`config.mk`:
```
export PLATFORM = sky130hd
export DESIGN_NAME = record_fifo
export DESIGN_NICKNAME = d
export VERILOG_FILES = /design/src/rtl/record_fifo_pkg.sv /design/src/rtl/record_fifo_mem.sv /design/src/rtl/record_fifo.sv
export SDC_FILE = /design/constraint.sdc
export NUM_CORES = 1
export LEC_CHECK = 0
export CORE_MARGIN = 2
export CORE_UTILIZATION = 45
export DETAILED_ROUTE_END_ITERATION = 6
export PLACE_DENSITY = 0.68
export SYNTH_ARGS = -nofsm -noshare
export SYNTH_HDL_FRONTEND = slang
export SYNTH_SLANG_ARGS = --single-unit
export TNS_END_PERCENT = 10
```
`constraint.sdc`:
```
create_clock -name clk -period 6.13 [get_ports clk]
set_input_delay 1.226 -clock clk [delete_from_list [all_inputs] [get_ports clk]]
set_output_delay 1.226 -clock clk [all_outputs]
set_load 0.03 [all_outputs]
```
`src/rtl/record_fifo_pkg.sv`:
```
`default_nettype none
// ============================================================================
// record_fifo_pkg : pointer/count width helpers shared by the record FIFO
// Rev 1.0
// ============================================================================
package record_fifo_pkg;

    function automatic int idx_width(input int depth, input int rec_words);
        return $clog2(depth * rec_words);
    endfunction

    // One extra bit distinguishes full from empty.
    function automatic int ptr_width(input int depth, input int rec_words);
        return idx_width(depth, rec_words) + 1;
    endfunction

    function automatic int rec_log(input int rec_words);
        return $clog2(rec_words);
    endfunction

    function automatic int rec_idx_width(input int depth);
        return $clog2(depth);
    endfunction

    function automatic int rec_count_width(input int depth);
        return $clog2(depth) + 1;
    endfunction

endpackage
`default_nettype wire

```
`src/rtl/record_fifo_mem.sv`:
```
`default_nettype none
// ============================================================================
// record_fifo_mem : word-wide write port, record-wide combinational read port
// Rev 1.0
// ============================================================================
module record_fifo_mem
    import record_fifo_pkg::*;
#(
    parameter int WordSize    = 8,
    parameter int RecordWords = 16,
    parameter int Depth       = 8
) (
    input  logic                                       clk,
    input  logic                                       wr_en_i,
    input  logic [idx_width(Depth, RecordWords)-1:0]   wr_addr_i,
    input  logic [WordSize-1:0]                        wr_data_i,
    input  logic [rec_idx_width(Depth)-1:0]            rd_rec_i,
    output logic [WordSize*RecordWords-1:0]            rd_data_o
);

    localparam int c_WORDS  = Depth * RecordWords;
    localparam int c_RW_LOG = rec_log(RecordWords);

    logic [WordSize-1:0] mem_q [c_WORDS];

    always_ff @(posedge clk) begin
        if (wr_en_i) begin
            mem_q[wr_addr_i] <= wr_data_i;
        end
    end

    for (genvar w = 0; w < RecordWords; w++) begin : g_rd
        localparam logic [c_RW_LOG-1:0] c_OFF = c_RW_LOG'(w);
        assign rd_data_o[w*WordSize +: WordSize] = mem_q[{rd_rec_i, c_OFF}];
    end

endmodule
`default_nettype wire

```
`src/rtl/record_fifo.sv`:
```
`default_nettype none
// ============================================================================
// record_fifo : assembles words into records and presents whole records only
// Rev 1.0
// ============================================================================
module record_fifo
    import record_fifo_pkg::*;
#(
    parameter int WordSize        = 8,
    parameter int RecordWords     = 16,
    parameter int Depth           = 8,
    parameter int AlmostFullWords = 4
) (
    input  logic                                      clk,
    input  logic                                      rst_n,
    input  logic                                      flush,
    input  logic                                      in_valid,
    input  logic [WordSize-1:0]                       data_in,
    output logic                                      in_ready,
    input  logic                                      drop_partial,
    output logic                                      out_valid,
    output logic [WordSize*RecordWords-1:0]           data_out,
    input  logic                                      out_ready,
    output logic [ptr_width(Depth, RecordWords)-1:0]  word_count,
    output logic [rec_count_width(Depth)-1:0]         record_count,
    output logic                                      almost_full,
    output logic                                      overflow
);

    localparam int c_IDX_W  = idx_width(Depth, RecordWords);
    localparam int c_PTR_W  = ptr_width(Depth, RecordWords);
    localparam int c_RW_LOG = rec_log(RecordWords);
    localparam int c_REC_W  = rec_idx_width(Depth);

    localparam logic [c_PTR_W-1:0] c_CAP      = c_PTR_W'(Depth * RecordWords);
    localparam logic [c_PTR_W-1:0] c_AF       = c_PTR_W'(AlmostFullWords);
    localparam logic [c_PTR_W-1:0] c_REC_STEP = c_PTR_W'(RecordWords);
    localparam logic [c_PTR_W-1:0] c_REC_MASK = ~(c_PTR_W'(RecordWords - 1));

    logic [c_PTR_W-1:0]              wr_ptr_q, wr_ptr_d;
    logic [c_PTR_W-1:0]              rd_ptr_q, rd_ptr_d;
    logic                            out_valid_q, out_valid_d;
    logic [WordSize*RecordWords-1:0] data_out_q, data_out_d;
    logic                            overflow_q, overflow_d;

    logic [c_PTR_W-1:0]              w_word_count;
    logic [c_PTR_W-1:0]              w_free;
    logic                            w_wr_en;
    logic                            w_load;
    logic [WordSize*RecordWords-1:0] w_rd_record;

    assign w_word_count = wr_ptr_q - rd_ptr_q;
    assign w_free       = c_CAP - w_word_count;
    assign in_ready     = (w_word_count < c_CAP);
    assign word_count   = w_word_count;
    assign record_count = w_word_count[c_PTR_W-1:c_RW_LOG];
    assign almost_full  = (w_free < c_AF);

    assign w_wr_en = in_valid && in_ready && !drop_partial && !flush;
    // Load decision uses pre-edge counts, so a word written this edge never
    // completes a record that is loaded on the same edge.
    assign w_load  = (record_count != '0) && (!out_valid_q || out_ready);

    record_fifo_mem #(
        .WordSize    (WordSize),
        .RecordWords (RecordWords),
        .Depth       (Depth)
    ) u_mem (
        .clk       (clk),
        .wr_en_i   (w_wr_en && rst_n),
        .wr_addr_i (wr_ptr_q[c_IDX_W-1:0]),
        .wr_data_i (data_in),
        .rd_rec_i  (rd_ptr_q[c_IDX_W-1 -: c_REC_W]),
        .rd_data_o (w_rd_record)
    );

    always_comb begin
        wr_ptr_d    = wr_ptr_q;
        rd_ptr_d    = rd_ptr_q;
        out_valid_d = out_valid_q;
        data_out_d  = data_out_q;
        overflow_d  = in_valid && !in_ready;
        if (flush) begin
            wr_ptr_d    = '0;
            rd_ptr_d    = '0;
            out_valid_d = 1'b0;
        end else begin
            if (drop_partial) begin
                wr_ptr_d = wr_ptr_q & c_REC_MASK;
            end else if (w_wr_en) begin
                wr_ptr_d = wr_ptr_q + 1'b1;
            end
            if (w_load) begin
                rd_ptr_d    = rd_ptr_q + c_REC_STEP;
                out_valid_d = 1'b1;
                data_out_d  = w_rd_record;
            end else if (out_valid_q && out_ready) begin
                out_valid_d = 1'b0;
            end
        end
    end

    always_ff @(posedge clk) begin
        if (!rst_n) begin
            wr_ptr_q    <= '0;
            rd_ptr_q    <= '0;
            out_valid_q <= 1'b0;
            data_out_q  <= '0;
            overflow_q  <= 1'b0;
        end else begin
            wr_ptr_q    <= wr_ptr_d;
            rd_ptr_q    <= rd_ptr_d;
            out_valid_q <= out_valid_d;
            data_out_q  <= data_out_d;
            overflow_q  <= overflow_d;
        end
    end

    assign out_valid = out_valid_q;
    assign data_out  = data_out_q;
    assign overflow  = overflow_q;

endmodule
`default_nettype wire

```
# Yosys cells after proc, flatten, opt, wreduce, memory -nomap -nowiden
# Memories as Yosys holds them, arrays and structs flattened. A register that Yosys moved wholly into a read port is not among the register bits.
# Index checks and enable logic that the tools add are counted.
# totals
regBits,18
ram_bits,1024
output_inout_bits,144
memories,1
# op_classes
add_sub_neg,4
n_lt_le_gt_ge,2
mux,4
bitwise_logic,3
n_reduce_logical,34
# mem_list
memory,depth,word_bits,rd,rd_clocked_by_memory_dff,write_ports,line,rtl
u_mem.mem_q,128,8,16,16,1,record_fifo_mem.sv:24,logic [WordSize-1:0] mem_q [c_WORDS];
# op_table
operator,count
$logic_not 1->1,20
$add 8x1->8 const B,1
$add 8x5->8 const B,1
$lt 8x3->1 const B,1
$lt 8x8->1 const B,1
$sub 8x8->8,1
$sub 8x8->8 const A,1
$logic_and 1x1->1,7
$mux 1,4
$reduce_and 2->1,2
$reduce_bool 4->1,1
$not 1->1,3
$reduce_or 3->1,1
$reduce_bool 2->1,1
$reduce_or 2->1,1
$logic_or 1x1->1,1

# Longest topological paths before layout
# depth
word_depth,8
ltp_mapped,11
depth_no_buf,7

# Cells and area by module
# A second synthesis with hierarchy kept.
# unflattened
hier_cells,2363
area_unflattened_um2,46005.4
# by_module_without_submodules
mod,instances,cells_per_inst,area_each_um2,seq_area_each_um2
record_fifo_mem,1,1669,39806.9,30749.5
record_fifo,1,694,6198.4,2842.7

# Worst setup path after synthesis
# OpenSTA, ideal clock, no wires.
# synth_path
kind,register -> output
from,register rd_ptr_q[5]
to,output almost_full
arrival_time_ps,3098
required_ps,4904
path_slack_ps,1806
path_stages_with_launch,10
path_buffers,3
path_cell_list,dfxtp_1 -> clkbuf_1 -> clkbuf_1 -> buf_2 -> inv_1 -> ha_1 -> and3b_1 -> nor3_2 -> o21ai_0 -> a221oi_1
# synth_via
elab_chain_len,3
# synth_lines
element,line,rtl
start: declaration,record_fifo.sv:41,"logic [c_PTR_W-1:0] rd_ptr_q, rd_ptr_d;"
start signal: assignment,record_fifo.sv:112,rd_ptr_q <= rd_ptr_d;
$sub 8x8->8,record_fifo.sv:52,assign w_word_count = wr_ptr_q - rd_ptr_q;
$sub 8x8->8,record_fifo.sv:53,assign w_free = c_CAP - w_word_count;
$lt 8x3->1,record_fifo.sv:57,assign almost_full = (w_free < c_AF);
end: declaration,record_fifo.sv:26,"output logic almost_full,"
# No other way between the ends.

# Worst setup path in the final report
# layout_path
from,register rd_ptr_q[6]
to,output almost_full
# The elaborated chain is that of the path after synthesis.

==> metrics <==
run status=completed; switching fraction of total power=0.248; ratio of cells with drive above 1 in the final layout=0.132; area grow syn2layout=14.0%; grt peak-use layer=met2; hold-critical path depth=2; CTS tree=done; Die Y=321 um; Post CTS Setup Buffer Count=0; Max H-tree Level=3; CTS buffer count=115; # resized after CTS=0; first-pass GRT wire length=154000 um; Initial DRT Pass Iterations=7; R2R Setup Slk=1.96 ns; top-count cell post-synth=edfxtp_1; Synth Register Bits=1166; row cnt=116; GP Congestion=0.894; initial antenna violation count=2; Clock Power Share=0.380; CP Capture Point=almost_full; CP Capture Type=primary output; Clock Path Buffers=3; core area=0.0999 mm2; distinct cell type count after synthesis=58; DR iter-0 viols=2375; Area contributors post-synth=edfxtp_1 68%, mux2i_1 8.6%, mux4_2 6.4%; routed via count=23100; Fin. Hold Viols=0; minimum clock period=5.13 ns; clock root buffer=clkbuf_16; met2 Resource Use GR=0.337; Adder-Cell Fraction of Synth Area=0.00210; Async SR Flop Fraction=0; Crit Path Category=flop to primary output; starting density of the core=0.453; layout net count=2662; Clock Latency Late Sink=0.68 ns; WP data required=4.90 ns; P_sw=0.00457 W; P per Cell Area=357 mW/mm2; reg2reg start=rd_ptr_q[6]$_SDFFE_PP0P_; mux share of post-synthesis cell area=0.150; Yosys Warn Count=0; Rel. slew slack=0.226; list of most frequent post-synthesis cells=1024 x edfxtp_1, 390 x mux2i_1, 155 x nand2_1; pin count of the biggest net entering global routing=152; register area share after synthesis=0.743; Compound-Gate Fraction of Synth Area=0.0494; internal power of the cells=0.0138 W; vias in the first global route=23900; Cells after DPL=3822; M3 GR Usage=0.0296; final antenna-violating net count=0; CTS Sinks=1166; final setup violation count=0; startpoint types=flop; Max Clock Freq=195 MHz; Slew @ Worst Pin=1.16 ns; largest area contributor in the netlist=edfxtp_1; Post-Synth XOR/XNOR Area=0.000941; crit path from=rd_ptr_q[6]$_SDFFE_PP0P_; Total Wirelength=103000 um; routed len/inst=25.6 um; Syn Area/Cell=18.1 um2; Final Cell Area=0.0515 mm2; synthesized area=0.0452 mm2; Yosys top cell area share=0.680; RSZ-0062 raised after global routing=no; vias per inst=5.73; die width=321 um; critical path peak fanout=29; DRC Markers=0; number of max-cap violations=0; Hold WC Path Type=flop to flop; Final Max Tran Viols=0; crit path DAT=3.90 ns; Syn Nets=2524; GR Overflow Total=0; final worst clock skew=0.0296 ns; Synth Area in Simple Gates=0.0321; total placed instance area=0.0477 mm2; port buffer count=157; Lkg Pwr=15.8 nW; Cells after Synth=2503; period utilization=0.837; logic gate share of total power=0.124; number of synthesized flops with an enable pin=1024; I/O pin cnt=158; Die ar.=0.103 mm2; GRT Overall Usage=0.200; DP Wirelength=60600 um; Setup TNS Final=0 ns; GR Util met1=0.267; Crit Reg-Reg Endpoint=data_out[75]$_SDFFE_PN0P_; Worst-path clk slew=0.06 ns; Worst R2R Path Depth=7; Post-Layout Cell Count=4036; sequential power share=0.496; largest family of logic cells by synthesized area=multiplexers; Most used DFF post-synth=edfxtp_1; hold_buf cts=0; Max IR drop VDD=0.000240 V
==> layer usage <==
layer / vias to the layer above / wire [um]
met1: 11900 / 42600
met4: 2 / 3000
met3: 164 / 6770
met2: 846 / 50800
li1: 10200 / -
met5: - / 11
==> metrics by stage <==
| stage | setup slack (ns) | util | total power, W | hold slack, ns |
|---|---|---|---|---|
| after floorplan | 1.81 | - | 0.0107 | 0.485 |
| after global placement | 1.66 | 0.478 | 0.0116 | 0.450 |
| after detailed placement | 1.68 | 0.478 | 0.0116 | 0.455 |
| after CTS | 0.942 | 0.516 | 0.0185 | 0.464 |
| after global routing | 0.723 | 0.516 | 0.0190 | 0.475 |
| final | 1.00 | 0.516 | 0.0184 | 0.459 |
==> power by group through the flow <==
stage	registers (W)	clock network, W	logic [W]
5_1_grt	0.00916	0.00740	0.00241
3_5_place_dp	0.00929	0	0.00231
3_3_place_gp	0.00928	0	0.00229
2_1_floorplan	0.00974	0	0.000917
4_1_cts	0.00913	0.00710	0.00231
6_report	0.00912	0.00699	0.00227
==> cells in the final DEF (no fill, tap or decap), types with 7 or more instances in the layout <==
| master | count |
|---|---|
| clkinvlp_4 | 7 |
| mux4_2 | 128 |
| dfxtp_1 | 139 |
| nor2_1 | 130 |
| buf_6 | 7 |
| clkbuf_1 | 24 |
| nand2_1 | 155 |
| nand2b_1 | 7 |
| clkdlybuf4s50_1 | 148 |
| mux2i_1 | 390 |
| o211ai_1 | 130 |
| edfxtp_1 | 1024 |
| bufinv_16 | 12 |
| inv_1 | 10 |
| a22oi_1 | 128 |
| clkinv_1 | 20 |
| buf_4 | 28 |
| nor2_2 | 9 |
| clkinv_2 | 17 |
| clkbuf_16 | 118 |
| nand4_1 | 11 |
==> worst min-delay path by stage <==
stage,start,endpoint,slack [ns]
2_1_floorplan,wr_ptr_q[4]$_SDFFE_PP0P_,wr_ptr_q[4]$_SDFFE_PP0P_,0.48
3_3_place_gp,data_out[95]$_SDFFE_PN0P_,data_out[95]$_SDFFE_PN0P_,0.45
3_5_place_dp,data_out[47]$_SDFFE_PN0P_,data_out[47]$_SDFFE_PN0P_,0.46
4_1_cts,data_out[104]$_SDFFE_PN0P_,data_out[104]$_SDFFE_PN0P_,0.46
5_1_grt,data_out[26]$_SDFFE_PN0P_,data_out[26]$_SDFFE_PN0P_,0.47
6_report,data_out[104]$_SDFFE_PN0P_,data_out[104]$_SDFFE_PN0P_,0.46
==> cells by family after synthesis <==
group | after synthesis
DFF | 1166
muxes | 518
and+or+nand+nor | 341
AOI/OAI and AO/OA | 291
buffers and inverters | 176
adders and majority gates | 7
xor gates and xnor gates | 4
==> sequential cells by signal, indices dropped and copies added, names as in the netlist <==
signal	count
u_mem.mem_q	1024
overflow	1
rd_ptr_q	4
out_valid	1
wr_ptr_q	8
data_out	128
==> final cells by class <==
cell class                      count  area, um2
Antenna cell                        1       2.50
Clock buffer                      144       3070
Clock inverter                     69        712
Fill cell                        7883      48300
Inverter                           10       37.5
Multi-Input combinational cell   1161      10600
Sequential cell                  1166      33600
Tap cell                         1298       1620
Timing Repair Buffer              187       1850
==> worst max-delay path, stage by stage, from the launching register on <==
cell	delay, ns
dfxtp_4	0.64
inv_1	0.15
ha_1	0.39
and3b_1	0.26
nor3_2	0.57
o21ai_0	0.16
a221oi_1	0.32
clkdlybuf4s50_1	0.74
No activity file was read; power rests on OpenSTA's default activity.
